### config.mk
export PLATFORM = sky130hd
export DESIGN_NAME = timer_sched
export DESIGN_NICKNAME = d
export VERILOG_FILES = /design/src/rtl/timer_sched.sv
export SDC_FILE = /design/constraint.sdc
export NUM_CORES = 1
export LEC_CHECK = 0
export ABC_AREA = 1
export CAP_MARGIN = 20
export CORE_MARGIN = 5
export CORE_UTILIZATION = 40
export CTS_CLUSTER_SIZE = 24
export DETAILED_ROUTE_END_ITERATION = 6
export GPL_TIMING_DRIVEN = 0
export PLACE_DENSITY = 0.7
export SLEW_MARGIN = 20
export SYNTH_ARGS = -nofsm -noshare
export SYNTH_HDL_FRONTEND = slang
export SYNTH_SLANG_ARGS = --single-unit
### constraint.sdc
create_clock -name clk -period 2.5 [get_ports clk]
set_input_delay 0.25 -clock clk [delete_from_list [all_inputs] [get_ports clk]]
set_output_delay 0.25 -clock clk [all_outputs]
set_load 0.03 [all_outputs]
### src/rtl/timer_sched.sv
// timer_sched: round-robin scheduler that serves per-requester delay requests
// by programming, polling and stopping a shared timer over a simple
// SETUP/ACCESS bus.
module timer_sched #(
  parameter int unsigned NREQ          = 4,
  parameter int unsigned timerbits     = 8,
  parameter int unsigned addrWidth     = 2,
  parameter int unsigned timerBaseAddr = 0
) (
  input  logic                      clk,
  input  logic                      reset,
  input  logic [NREQ-1:0]           req,
  input  logic [NREQ*timerbits-1:0] delay,
  output logic [NREQ-1:0]           done,
  output logic [NREQ-1:0]           err,
  output logic [NREQ-1:0]           grant,
  output logic                      sel,
  output logic                      enable,
  output logic                      write,
  output logic [addrWidth-1:0]      addr,
  output logic [timerbits-1:0]      wdata,
  input  logic [timerbits-1:0]      rdata,
  input  logic                      ready,
  input  logic                      slverr
);

  localparam int unsigned IdxW = (NREQ > 1) ? $clog2(NREQ) : 1;
  localparam logic [addrWidth-1:0] AddrStatus = addrWidth'(timerBaseAddr);
  localparam logic [addrWidth-1:0] AddrGoal   = addrWidth'(timerBaseAddr + 1);

  typedef enum logic [2:0] {
    S_IDLE, S_ARB, S_WR_GOAL, S_WR_START, S_POLL, S_WR_STOP, S_FINISH
  } state_e;

  // Bus phase inside a transfer state; GAP keeps sel low for one cycle.
  typedef enum logic [1:0] {PH_GAP, PH_SETUP, PH_ACCESS} phase_e;

  state_e                 state_q;
  phase_e                 phase_q;
  logic [IdxW-1:0]        ptr_q;
  logic [IdxW-1:0]        gidx_q;
  logic [timerbits-1:0]   goal_q;
  logic                   abort_q;
  logic [NREQ-1:0]        done_q;
  logic [NREQ-1:0]        err_q;
  logic [NREQ-1:0]        grant_q;
  logic                   sel_q;
  logic                   enable_q;
  logic                   write_q;
  logic [addrWidth-1:0]   addr_q;
  logic [timerbits-1:0]   wdata_q;

  logic                   arb_found_c;
  logic [IdxW-1:0]        arb_idx_c;
  logic [timerbits-1:0]   arb_delay_c;
  logic [addrWidth-1:0]   xfer_addr_c;
  logic                   xfer_write_c;
  logic [timerbits-1:0]   xfer_wdata_c;
  logic                   unused_rdata_c;

  assign done   = done_q;
  assign err    = err_q;
  assign grant  = grant_q;
  assign sel    = sel_q;
  assign enable = enable_q;
  assign write  = write_q;
  assign addr   = addr_q;
  assign wdata  = wdata_q;

  // Only the completion field of STATUS is interpreted.
  assign unused_rdata_c = ^rdata;

  // Round-robin search starting at the pointer, wrapping at NREQ.
  always_comb begin : arb_comb
    int unsigned j;
    arb_found_c = 1'b0;
    arb_idx_c   = '0;
    j           = 0;
    for (int unsigned k = 0; k < NREQ; k++) begin
      j = 32'(ptr_q) + k;
      if (j >= NREQ) j = j - NREQ;
      if (!arb_found_c && req[IdxW'(j)]) begin
        arb_found_c = 1'b1;
        arb_idx_c   = IdxW'(j);
      end
    end
  end

  // Goal value of the requester the arbiter is about to grant.
  always_comb begin
    arb_delay_c = '0;
    for (int unsigned i = 0; i < NREQ; i++) begin
      if (arb_idx_c == IdxW'(i)) arb_delay_c = delay[i*timerbits +: timerbits];
    end
  end

  // Transfer attributes implied by the current service step.
  always_comb begin
    xfer_addr_c  = AddrStatus;
    xfer_write_c = 1'b1;
    xfer_wdata_c = '0;
    unique case (state_q)
      S_WR_GOAL: begin
        xfer_addr_c  = AddrGoal;
        xfer_wdata_c = goal_q;
      end
      S_WR_START: xfer_wdata_c = timerbits'(1);
      S_POLL:     xfer_write_c = 1'b0;
      default:    ;
    endcase
  end

  // Scheduler FSM with bus sequencing and registered outputs.
  always_ff @(posedge clk or negedge reset) begin
    if (!reset) begin
      state_q  <= S_IDLE;
      phase_q  <= PH_GAP;
      ptr_q    <= '0;
      gidx_q   <= '0;
      goal_q   <= '0;
      abort_q  <= 1'b0;
      done_q   <= '0;
      err_q    <= '0;
      grant_q  <= '0;
      sel_q    <= 1'b0;
      enable_q <= 1'b0;
      write_q  <= 1'b0;
      addr_q   <= AddrStatus;
      wdata_q  <= '0;
    end else begin
      done_q <= '0;
      err_q  <= '0;
      unique case (state_q)
        S_IDLE: if (|req) state_q <= S_ARB;
        S_ARB: begin
          if (!arb_found_c) begin
            state_q <= S_IDLE;
          end else begin
            grant_q <= NREQ'(1) << arb_idx_c;
            gidx_q  <= arb_idx_c;
            goal_q  <= arb_delay_c;
            phase_q <= PH_GAP;
            state_q <= (arb_delay_c == '0) ? S_FINISH : S_WR_GOAL;
          end
        end
        S_WR_GOAL, S_WR_START, S_POLL, S_WR_STOP: begin
          unique case (phase_q)
            PH_GAP: begin
              sel_q    <= 1'b1;
              enable_q <= 1'b0;
              addr_q   <= xfer_addr_c;
              write_q  <= xfer_write_c;
              wdata_q  <= xfer_wdata_c;
              phase_q  <= PH_SETUP;
            end
            PH_SETUP: begin
              enable_q <= 1'b1;
              phase_q  <= PH_ACCESS;
            end
            PH_ACCESS: begin
              if (ready) begin
                sel_q    <= 1'b0;
                enable_q <= 1'b0;
                phase_q  <= PH_GAP;
                if (slverr) begin
                  abort_q <= 1'b1;
                  state_q <= (state_q == S_WR_STOP) ? S_FINISH : S_WR_STOP;
                end else begin
                  unique case (state_q)
                    S_WR_GOAL:  state_q <= S_WR_START;
                    S_WR_START: state_q <= S_POLL;
                    S_POLL:     if (rdata[3:2] == 2'b10) state_q <= S_WR_STOP;
                    default:    state_q <= S_FINISH;
                  endcase
                end
              end
            end
            default: phase_q <= PH_GAP;
          endcase
        end
        S_FINISH: begin
          if (abort_q) err_q[gidx_q]  <= 1'b1;
          else         done_q[gidx_q] <= 1'b1;
          grant_q <= '0;
          abort_q <= 1'b0;
          ptr_q   <= (gidx_q == IdxW'(NREQ - 1)) ? '0 : gidx_q + IdxW'(1);
          state_q <= S_IDLE;
        end
        default: state_q <= S_IDLE;
      endcase
    end
  end

endmodule

# Word level (Yosys, flattened, before mapping)
# Index checks and enable logic that the tools add are counted.
dict set report totals {
  inputBits 48
  output_inout_bits 25
  register_bits 43
  word_cells 137
}
dict set report classes {
  reduce_logical 26
  shifts 1
  magnitude_cmp 10
  eq_ne 21
  n_mux 57
  add_sub_neg 8
}
# op n
set op_table {}
lappend op_table {{$mux W8} 4}
lappend op_table {{$mux W2} 12}
lappend op_table {{$mux W3} 7}
lappend op_table {{$mux W4} 5}
lappend op_table {{$pmux W3 S3} 2}
lappend op_table {{$pmux W8 S2} 1}
lappend op_table {{$lt A2 B3 Y1 const B} 5}
lappend op_table {{$mux W1} 15}
lappend op_table {{$ne A2 B2 Y1 const B} 6}
lappend op_table {{$eq A2 B2 Y1 const B} 5}
lappend op_table {{$eq A3 B3 Y1 const B} 3}
lappend op_table {{$ge A3 B3 Y1 const B} 3}
lappend op_table {{$reduce_and A3 Y1} 3}
lappend op_table {{$bmux W1 S2} 4}
lappend op_table {{$logic_not A8 Y1} 1}
lappend op_table {{$pmux W4 S2} 1}
lappend op_table {{$reduce_and A4 Y1} 2}
lappend op_table {{$reduce_bool A2 Y1} 4}
lappend op_table {{$reduce_or A4 Y1} 2}
lappend op_table {{$sub A2 B1 Y2 const B} 4}
lappend op_table {{$add A2 B2 Y3 const B} 2}
lappend op_table {{$eq A3 B2 Y1 const B} 2}
lappend op_table {{$pmux W2 S3} 1}
lappend op_table {{$reduce_and A2 Y1} 3}
lappend op_table {{18 further kinds} 26}

# Longest topological paths before layout
# Gate-level depths: netlist (run 1).
dict set report depth {
  word_depth 23
  ltp_mapped 20
  ltp_nobuf 19
}

# Worst setup path before layout (run 1)
# Ideal clock, no wire load.
dict set report synth_timing {
  path_kind {reg-to-reg}
  start {register ptr_q[0]}
  end {register state_q[2]}
  synth_period_minus_slack_ps 1955
  arrival_ps 1890
  required_time_ps 2435
  path_buffers 2
  setup_ps 65
  setup_slack_ps 545
  path_stages_with_launch 20
  path_cell_list {dfrtp_1 inv_2 nand2_2 nand3_1 nand2_4 nor2_4 nand3_2 nand2_1 nand2_2 buf_6 buf_8 nand3_1 nand3_1 nor2_2 nand2_1 nor2_1 nand2_1 nand2_1 nand2_1 nand2_1}
}
dict set report synth_between {
  elab_chain_len 23
  elab_cells_between_ends 49
  classes_between {add/sub (7); order compare (4); eq/ne (3); mux (27); reduce/logical (8)}
}
# item line_no
set synth_lines {}
lappend synth_lines {{start, declared} 40} ;# logic [IdxW-1:0] ptr_q;
lappend synth_lines {{start signal, assigned} 186} ;# ptr_q <= (gidx_q == IdxW'(NREQ - 1)) ? '0 : gidx_q + IdxW'(1);
lappend synth_lines {{branches (longest 21 deep; another with $add A2 B1 Y3)} n/a}
lappend synth_lines {{$mux W3 *} 136} ;# if (!arb_found_c) begin
lappend synth_lines {{$pmux W3 S3 *} 133} ;# unique case (state_q)
lappend synth_lines {{end signal, assigned} 143} ;# state_q <= (arb_delay_c == '0) ? S_FINISH : S_WR_GOAL;
lappend synth_lines {{end signal, assigned} 167} ;# state_q <= (state_q == S_WR_STOP) ? S_FINISH : S_WR_STOP;
lappend synth_lines {{end, declared} 38} ;# state_e state_q;
# Mark *: on every way between the ends. The select of a mux whose other input is x is not followed.
# A chain may end at the register's enable or synchronous reset.

# Worst setup path in the final report (run 1)
# Same ends and word-level chain as after synthesis.

==> flow_metrics.env, run 1 <==
export IMPL_post_route_period_util=0.932
export IMPL_initial_core_util=0.412
export IMPL_syn_area_per_cell_um2=7.33
export IMPL_finalNetCount=472
export IMPL_critPathTopFamily="simple AND/OR/NAND/NOR gates"
export IMPL_peakVddDrop_mv=0.871
export IMPL_critPathBufInv=4
export IMPL_total_power_mw=5.05
export IMPL_tightest_slew_ns=0.839
export IMPL_layout_cells_non_filler=494
export IMPL_p_per_area_nw_per_um2=1430
export IMPL_maxCapViolations=0
export IMPL_reg2reg_depth=21
export IMPL_slowest_delay_ns=0.44
export IMPL_slew_violations=0
export IMPL_synth_area_top_cells="dfrtp_1 43%, nand2_1 14%, nand3_1 8.2%"
export IMPL_dp_hpwl_mm=4.64
export IMPL_crit_arrival_ns=2.57
export IMPL_grt_ovfl_total=0
export IMPL_worstSetupStartpointType="flip-flop"
export IMPL_fmax_mhz=429
export IMPL_first_global_vias=2221
export IMPL_synthArstFlopShare=1.00
export IMPL_synth_edf_count=0
export IMPL_drtAntennaViolNets=0
export IMPL_cts_tree="yes"
export IMPL_hold_viol_final=0
export IMPL_finClkSkew_ns=0.00514
export IMPL_drt_initial_drc_count=102
export IMPL_gr_usage_all_layers=0.159
export IMPL_nFillCells=544
export IMPL_coreArea_um2=5920
export IMPL_m1WireLength_mm=2.72
export IMPL_grt_pass1_wl_mm=9.97
export IMPL_synth_top_area_frac=0.431
export IMPL_drc_errors=0
export IMPL_synth_most_common_cell="nand2_1"
export IMPL_synth_common_cells="94 x nand2_1, 42 x dfrtp_1, 41 x inv_1"
export IMPL_yosys_warnings=0
export IMPL_diodes=0
export IMPL_wire_per_inst_um=12.2
export IMPL_io_pins=73
export IMPL_crit_top_cell="nand2_1"
export IMPL_cp_end_kind="flip-flop"
export IMPL_io_buffer_count=65
export IMPL_wl_met3_um=357
export IMPL_highest_layer="met4"
export IMPL_cts_sinks=42
export IMPL_drive_gt1_frac=0.162
export IMPL_syn_area_um2=2440
export IMPL_crit_type="reg -> reg"
export IMPL_insertion_delay_ns=0.29
export IMPL_finalCriticalPeriod_ns=2.33
export IMPL_final_setup_viol_count=0
export IMPL_placedCellCount=474
export IMPL_die_area_um2=7770
export IMPL_netlist_instances=333
export IMPL_path_clk_slew_ns=0.08
export IMPL_cp_cell_sequence="buf_6 > buf_6 > nand2_1 > nand2_1 > nand2_1 > nand2_1 > a21oi_1 > nand2_1 > nand2_4 > buf_6 > buf_6 > nand2_2 > nand2_1 > nand3_2 > nand2_2 > nand2_1 > nor2_1 > nand2_1 > nand2_1 > nand2_1 > nand2_1"
export IMPL_route_met2_wl_mm=2.87
export IMPL_core_rowCount=28
export IMPL_fp_dieW_um=88.1
export IMPL_rsz0062_at_grt="true"
export IMPL_outcome="finished, final reports clean"
export IMPL_leakage_nw=1.74
export IMPL_syn2layout_area_growth_pct=44.7
export IMPL_clockBufferDepth=2
export IMPL_cpMaxStageDelayCell="dfrtp_1"
export IMPL_drt_wl_total_mm=6.00
export IMPL_die_h_um=88.1
export IMPL_hp_class="in -> async"
export IMPL_ys_types=29
export IMPL_max_slew_margin=0.437
export IMPL_seq_area_frac_synth=0.431
export IMPL_grt_max_degree=23
export IMPL_synth_top_flop_cell="dfrtp_1"
export IMPL_drt_vias_per_instance=4.81
export IMPL_num_vias=2375
export IMPL_cp_depth=21
export IMPL_dp_slack_ns=-0.116
export IMPL_antenna_found_initial=0
export IMPL_drt_first_pass_iters=4
export IMPL_path_max_fanout=7
export IMPL_fin_setup_tns_ns=0
export IMPL_yosys_area_top_type="dfrtp_1"
export IMPL_numCtsBuffers=5
export IMPL_clockRootBuffer="clkbuf_8"
export IMPL_fin_ws_ns=0.169
export IMPL_cts_max_level=2
export IMPL_synth_fp_nets=387
export IMPL_ys_seq_elements=42
export IMPL_gp_congestion=0.818
export IMPL_critPathRequiredTime_ns=2.74
sequential cells by signal (all words and copies together), names as in the netlist, 3 cells and up:
| signal | count |
|---|---|
| grant | 4 |
| wdata | 8 |
| err | 4 |
| goal_q | 8 |
| state_q | 3 |
| done | 4 |
placed cells by master (no fill, tap or decap), types with 3 or more instances in the layout:
cell type        instances
o21ai_0                 23
a21oi_1                  7
dfrtp_1                 42
inv_2                    3
inv_1                   40
nand3_2                 12
nor2_2                   8
nor3_1                  15
nand3_1                 32
clkbuf_8                 5
nor2_4                   3
nand2_2                 11
clkbuf_1                 5
buf_6                    4
buf_4                    9
nor2_1                  19
clkdlybuf4s50_1         64
ha_1                     6
nand2_1                 88
cells by family (layout without fill, tap and decap cells):
logic type               count (synthesis)  count (layout)  share of synthesized area
other                                    1               1                    0.00154
AND/OR/NAND/NOR                        192             192                      0.356
adder cells (fa/ha/maj)                  6               6                     0.0308
AO/OA/AOI/OAI                           38              38                     0.0871
flip-flops                              42              42                      0.431
buffers and inverters                   54             140                     0.0943
layout make-up:
class,instances,area (um^2),share of cell area
inverter,44,168,0.0475
tap,75,93.8,0.0266
buffer,10,71.3,0.0202
sequential,42,1050,0.297
clock buffer,5,68.8,0.0195
timing repair buffer,78,803,0.227
multi-input combinational,237,1240,0.350
clock inverter,3,40.0,0.0113
path summary, 6_finish.rpt:
path,start,end,slack (ns)
hold / removal,reset,err[3],0.46
setup / recovery,ptr_q[0],state_q[2],0.17
hold reg to reg,wdata[6],wdata[6],0.48
max in group asynchronous,reset,wdata[2],1.56
min in group clk,wdata[6],wdata[6],0.48
setup reg to reg,ptr_q[0],state_q[2],0.17
power breakdown:
part           internal [mW]  leakage [nW]  switching [mW]
registers              0.921         0.545           0.183
clock network          0.294        0.0579           0.227
logic                   1.42          1.14            2.00
total                   2.64          1.74            2.41
metrics by stage:
stage,hold WS (ns),util,instance area [um^2]
final,0.464,0.597,3530
after global routing,0.519,0.597,3530
after CTS,0.483,0.562,3330
after detailed placement,0.262,0.542,3210
after global placement,0.465,0.538,3190
after floorplan,-0.0456,-,2440
metal layers:
| layer | vias up | global-route usage |
|---|---|---|
| li1 | 1231 | - |
| met1 | 1083 | 0.210 |
| met2 | 56 | 0.269 |
| met3 | 5 | 0.0310 |
| met4 | 0 | 0.0398 |
| met5 | - | 0 |
timing repair:
action	CTS	global route
endpoints found under the setup margin	0	2
setup buffers	0	10
hold buffers	1	0
resized for setup	0	32
hold endpoints to repair	20	0
worst reg2reg max path, delay by kind of cell, from the launching register on:
family / cells / cell delay [ns]
AND/OR/NAND/NOR: 16 / 1.13
AO/OA/AOI/OAI: 1 / 0.16
flip-flops: 1 / 0.44
buffers and inverters: 4 / 0.53
Note: power is estimated with default switching activity, not from simulation.
==> run 2: changes to the inputs <==
- CAP_MARGIN: 20 -> default
- PLACE_DENSITY: 0.7 -> default
- PLACE_DENSITY_LB_ADDON: default -> 0.1
- SKIP_LAST_GASP: default -> 1
==> run 2 against run 1 <==
Effect of this change:
- count of clock-buffer cells in the layout is 2 higher
- global-route usage shrank 0.52 points
- clock skew barely moved
- routed wire length decreased by 5.9%
- fmax grew 4.6%
- first-iteration DRC count decreased by 30%
- combinational power down 16%
- hold slack lost 0.10 ns
- register-to-register slack improved by 0.10 ns
- critical path depth fell by 1
- largest cell class unchanged
==> flow_metrics.env, run 2 (same netlist as run 1, synthesis figures left out) <==
export IMPL_cp_depth=20
export IMPL_slowest_delay_ns=0.44
export IMPL_finalNetCount=464
export IMPL_diodes=0
export IMPL_die_area_um2=7770
export IMPL_post_route_period_util=0.892
export IMPL_critPathTopFamily="simple AND/OR/NAND/NOR gates"
export IMPL_final_common_cell="nand2_1"
export IMPL_outcome="finished, final reports clean"
export IMPL_die_h_um=88.1
export IMPL_finalCriticalPeriod_ns=2.23
export IMPL_coreArea_um2=5920
export IMPL_crit_type="reg -> reg"
export IMPL_io_buffer_count=65
export IMPL_cp_cell_sequence="buf_6 > nand2_1 > nand2_1 > nand2_1 > nand2_2 > nor2_4 > nand3_2 > nand2_1 > nand2_2 > buf_6 > buf_8 > nand3_2 > nand3_1 > nor2_2 > nand2_1 > nor2_1 > nand2_1 > nand2_1 > nand2_1 > nand2_1"
export IMPL_fmax_mhz=449
export IMPL_clkPwrFrac=0.099
export IMPL_dp_slack_ns=-0.117
export IMPL_total_power_mw=4.42
export IMPL_fin_ws_ns=0.271
export IMPL_gp_congestion=0.739
export IMPL_drt_wl_total_mm=5.65
export IMPL_clockRootBuffer="clkbuf_8"
export IMPL_r2r_start="ptr_q[0]"
export IMPL_core_rowCount=28
export IMPL_grt_pass1_wl_mm=9.56
export IMPL_crit_top_cell="nand2_1"
export IMPL_reg2reg_depth=20
export IMPL_grt_ovfl_total=0
export IMPL_worstSetupStartpointType="flip-flop"
export IMPL_grt_max_degree=33
export IMPL_critPathBufInv=3
export IMPL_placedCellCount=474
export IMPL_dp_hpwl_mm=4.47
export IMPL_setup_worst_path_start="ptr_q[0]"
export IMPL_drtAntennaViolNets=0
export IMPL_hold_viol_final=0
export IMPL_numCtsBuffers=5
export IMPL_hp_class="in -> async"
export IMPL_drt_vias_per_instance=4.70
export IMPL_power_frac_seq=0.249
export IMPL_drive_gt1_frac=0.109
export IMPL_cts_sinks=42
export IMPL_crit_arrival_ns=2.47
export IMPL_peakVddDrop_mv=0.681
export IMPL_cts_tree="yes"
export IMPL_finClkSkew_ns=0.00563
export IMPL_drc_errors=0
export IMPL_path_max_fanout=10
export IMPL_cpMaxStageDelayCell="dfrtp_2"
export IMPL_max_slew_margin=0.399
export IMPL_syn2layout_area_growth_pct=37.2
export IMPL_slew_violations=0
export IMPL_initial_core_util=0.412
export IMPL_pwr_share_comb=0.651
export IMPL_leakage_nw=1.66
export IMPL_drt_initial_drc_count=71
export IMPL_fin_setup_tns_ns=0
export IMPL_gr_usage_all_layers=0.154
export IMPL_antenna_found_initial=0
export IMPL_critPathRequiredTime_ns=2.74
export IMPL_insertion_delay_ns=0.29
export IMPL_first_global_vias=2188
export IMPL_cp_end_kind="flip-flop"
export IMPL_num_vias=2282
export IMPL_final_cell_mix="93 x nand2_1, 64 x clkdlybuf4s50_1, 41 x inv_1, 41 x dfrtp_1, 39 x nand3_1"
export IMPL_power_switching_mw=2.21
export IMPL_io_pins=73
export IMPL_switching_share=0.500
export IMPL_path_clk_slew_ns=0.08
export IMPL_drt_first_pass_iters=4
export IMPL_clockBufferDepth=2
export IMPL_layout_cells_non_filler=486
export IMPL_tightest_slew_ns=0.895
export IMPL_final_setup_viol_count=0
export IMPL_p_per_area_nw_per_um2=1320
export IMPL_p_int_mw=2.21
export IMPL_wire_per_inst_um=11.6
export IMPL_maxCapViolations=0
export IMPL_cts_max_level=2
export IMPL_fp_dieW_um=88.1
[run 2: changes by cell type in the layout (fill, tap and decap cells not counted), sizes merged]
cell	delta
clkbuf	+1
clkinv	-1
buf	-7
bufinv	-1
[run 2: stage by stage]
stage               hold WS (ns)  area, um^2  utilization
finish                     0.360        3350        0.566
global route               0.371        3350        0.566
CTS                        0.361        3300        0.558
floorplan                -0.0456        2440            -
detailed placement         0.141        3200        0.541
global placement           0.465        3190        0.538
[run 2: what timing repair did]
action / 4_1_cts / 5_1_grt
resized for setup: 0 / 9
endpoints found under the setup margin: 0 / 2
hold endpoints to repair: 10 / 0
setup buffers: 0 / 2
hold buffers: 1 / 0
[run 2: per-layer routing]
layer	up-vias	wire length (um)	GRT usage
met1	1003	2640	0.197
met2	53	2540	0.260
met3	7	379	0.0357
met4	0	87	0.0453
li1	1219	-	-
met5	-	0	0
[run 2: layout make-up]
type | count | area (um^2)
Buffer | 10 | 68.8
Clock buffer | 7 | 86.3
Clock inverter | 1 | 5.00
Fill cell | 595 | 2570
Inverter | 44 | 168
Multi-Input combinational cell | 237 | 1180
Sequential cell | 42 | 1050
Tap cell | 75 | 93.8
Timing Repair Buffer | 70 | 696
[run 2: power groups by stage]
| stage | combinational [mW] | clock (mW) | sequential (mW) |
|---|---|---|---|
| final | 2.88 | 0.440 | 1.10 |
| after detailed placement | 2.77 | 0 | 1.11 |
| after global routing | 3.28 | 0.487 | 1.14 |
| after floorplan | 1.86 | 0 | 1.26 |
| after global placement | 2.73 | 0 | 1.11 |
| after CTS | 2.79 | 0.461 | 1.10 |
[run 2: path summary, 6_finish.rpt]
| path | endpoint | slack (ns) |
|---|---|---|
| worst min register to register | wdata[2] | 0.48 |
| worst max-delay path | state_q[2] | 0.27 |
| max in group asynchronous | grant[2] | 1.70 |
| min in group clk | wdata[2] | 0.48 |
| worst min-delay path | done[2] | 0.36 |
| worst max register to register | state_q[2] | 0.27 |
==> run 3: changes to the inputs <==
- CTS_CLUSTER_DIAMETER: default -> 200
- SLEW_MARGIN: 20 -> default
==> run 3 against run 2 <==
Effect of this change:
- setup slack worse by 0.022 ns
- via count grew 1.2%
- sequential cell count unchanged
- sequential power is essentially flat
- sequential share of layout area is 0.27 points lower
- clock skew grew 0.00094 ns
- critical path type unchanged
==> flow_metrics.env, run 3 (same netlist as run 1, synthesis figures left out) <==
export IMPL_io_pins=73
export IMPL_outcome="finished, final reports clean"
export IMPL_die_h_um=88.1
export IMPL_r2r_start="ptr_q[0]"
export IMPL_dp_slack_ns=-0.108
export IMPL_crit_top_cell="nand2_1"
export IMPL_place_area_um2=3200
export IMPL_worstSetupStartpointType="flip-flop"
export IMPL_tightest_slew_ns=0.888
export IMPL_gp_congestion=0.739
export IMPL_path_max_fanout=10
export IMPL_crit_arrival_ns=2.49
export IMPL_core_rowCount=28
export IMPL_critPathRequiredTime_ns=2.74
export IMPL_post_route_period_util=0.900
export IMPL_total_power_mw=4.53
export IMPL_grt_pass1_wl_mm=9.62
export IMPL_finalCriticalPeriod_ns=2.25
export IMPL_path_clk_slew_ns=0.08
export IMPL_insertion_delay_ns=0.29
export IMPL_setup_worst_path_start="ptr_q[0]"
export IMPL_drtAntennaViolNets=0
export IMPL_hold_viol_final=0
export IMPL_leakage_nw=1.67
export IMPL_final_common_cell="nand2_1"
export IMPL_wire_per_inst_um=11.7
export IMPL_grt_max_degree=35
export IMPL_antenna_found_initial=0
export IMPL_fp_dieW_um=88.1
export IMPL_peakVddDrop_mv=0.735
export IMPL_cts_max_level=2
export IMPL_syn2layout_area_growth_pct=38.4
export IMPL_first_global_vias=2194
export IMPL_final_cell_mix="93 x nand2_1, 64 x clkdlybuf4s50_1, 41 x inv_1, 41 x dfrtp_1, 39 x nand3_1"
export IMPL_slew_violations=0
export IMPL_drt_initial_drc_count=78
export IMPL_critPathBufInv=3
export IMPL_fin_ws_ns=0.249
export IMPL_drive_gt1_frac=0.112
export IMPL_drc_errors=0
export IMPL_clockRootBuffer="clkbuf_8"
export IMPL_initial_core_util=0.412
export IMPL_num_vias=2309
export IMPL_drt_vias_per_instance=4.74
export IMPL_io_buffer_count=65
export IMPL_slowest_delay_ns=0.44
export IMPL_max_slew_margin=0.403
export IMPL_coreArea_um2=5920
export IMPL_cts_sinks=42
export IMPL_die_area_um2=7770
export IMPL_finClkSkew_ns=0.00657
export IMPL_dp_hpwl_mm=4.44
export IMPL_numCtsBuffers=5
export IMPL_fmax_mhz=444
export IMPL_diodes=0
export IMPL_hp_class="in -> async"
export IMPL_finalNetCount=465
export IMPL_crit_type="reg -> reg"
export IMPL_p_per_area_nw_per_um2=1340
export IMPL_cts_tree="yes"
export IMPL_drt_first_pass_iters=4
export IMPL_grt_ovfl_total=0
export IMPL_critPathTopFamily="simple AND/OR/NAND/NOR gates"
export IMPL_final_setup_viol_count=0
export IMPL_gr_usage_all_layers=0.155
export IMPL_maxCapViolations=0
export IMPL_drt_wl_total_mm=5.70
export IMPL_cpMaxStageDelayCell="dfrtp_2"
export IMPL_finalInstanceArea_um2=3380
export IMPL_clockBufferDepth=2
export IMPL_cp_cell_sequence="inv_4 > nand2_2 > nand3_1 > nand2_4 > nor2_4 > nand3_2 > nand2_1 > nand2_4 > buf_6 > buf_8 > nand3_1 > nand3_2 > nor2_2 > nand2_1 > nor2_1 > nand2_1 > nand2_1 > nand2_1 > nand2_1"
export IMPL_cp_end_kind="flip-flop"
==> run 3: changes by cell type in the layout (fill, tap and decap cells not counted), sizes merged <==
cell and delta:
clkbuf +1, clkinv -1, buf +1
==> run 3: cell type report <==
cell class | instances | area (um^2)
Timing Repair Buffer | 71 | 703
Clock buffer | 8 | 110
Multi-Input combinational cell | 237 | 1180
Fill cell | 596 | 2540
Sequential cell | 42 | 1050
Buffer | 10 | 68.8
Inverter | 44 | 168
Tap cell | 75 | 93.8
==> run 3: stage by stage <==
step	instances	hold WS, ns	util	TNS (ns)
after floorplan	333	-0.0456	-	0
after global placement	473	0.465	0.538	-0.0511
after detailed placement	474	0.123	0.541	-0.108
after CTS	483	0.340	0.561	0
after global routing	487	0.349	0.571	-0.00765
final	487	0.336	0.571	0
==> run 3: power breakdown <==
group / internal, mW / switching (mW) / total, mW
Sequential: 0.922 / 0.179 / 1.10
Combinational: 1.10 / 1.82 / 2.93
Clock: 0.279 / 0.220 / 0.499
Total: 2.30 / 2.22 / 4.53
==> run 3: path summary, 6_finish.rpt <==
kind                                    to  slack, ns  cells past startpoint
worst min-delay path              ptr_q[1]       0.34                      2
max in group asynchronous         wdata[2]       1.72                      3
worst max-delay path            state_q[2]       0.25                     19
worst max register to register  state_q[2]       0.25                     19
min in group clk                  wdata[2]       0.48                      2
worst min register to register    wdata[2]       0.48                      2
==> run 3: what timing repair did <==
action | CTS | global route
hold buffers | 1 | 0
setup buffers | 0 | 3
endpoints found under the hold margin | 8 | 0
endpoints found under the setup margin | 0 | 2
gates resized for setup | 0 | 9
==> run 3: worst reg2reg max path, cell delays in order (launching register included) <==
cell	delay, ns
dfrtp_2	0.44
inv_4	0.12
nand2_2	0.07
nand3_1	0.16
nand2_4	0.09
nor2_4	0.13
nand3_2	0.06
nand2_1	0.10
nand2_4	0.08
buf_6	0.14
buf_8	0.13
nand3_1	0.09
nand3_2	0.09
nor2_2	0.13
nand2_1	0.06
nor2_1	0.08
nand2_1	0.07
nand2_1	0.06
nand2_1	0.05
nand2_1	0.05
==> run 3: routing by layer <==
metal,track usage,vias up,wire length (um)
li1,-,1219,-
met1,0.200,1027,2640
met2,0.262,58,2610
met3,0.0348,5,384
met4,0.0412,0,68
met5,0,-,0
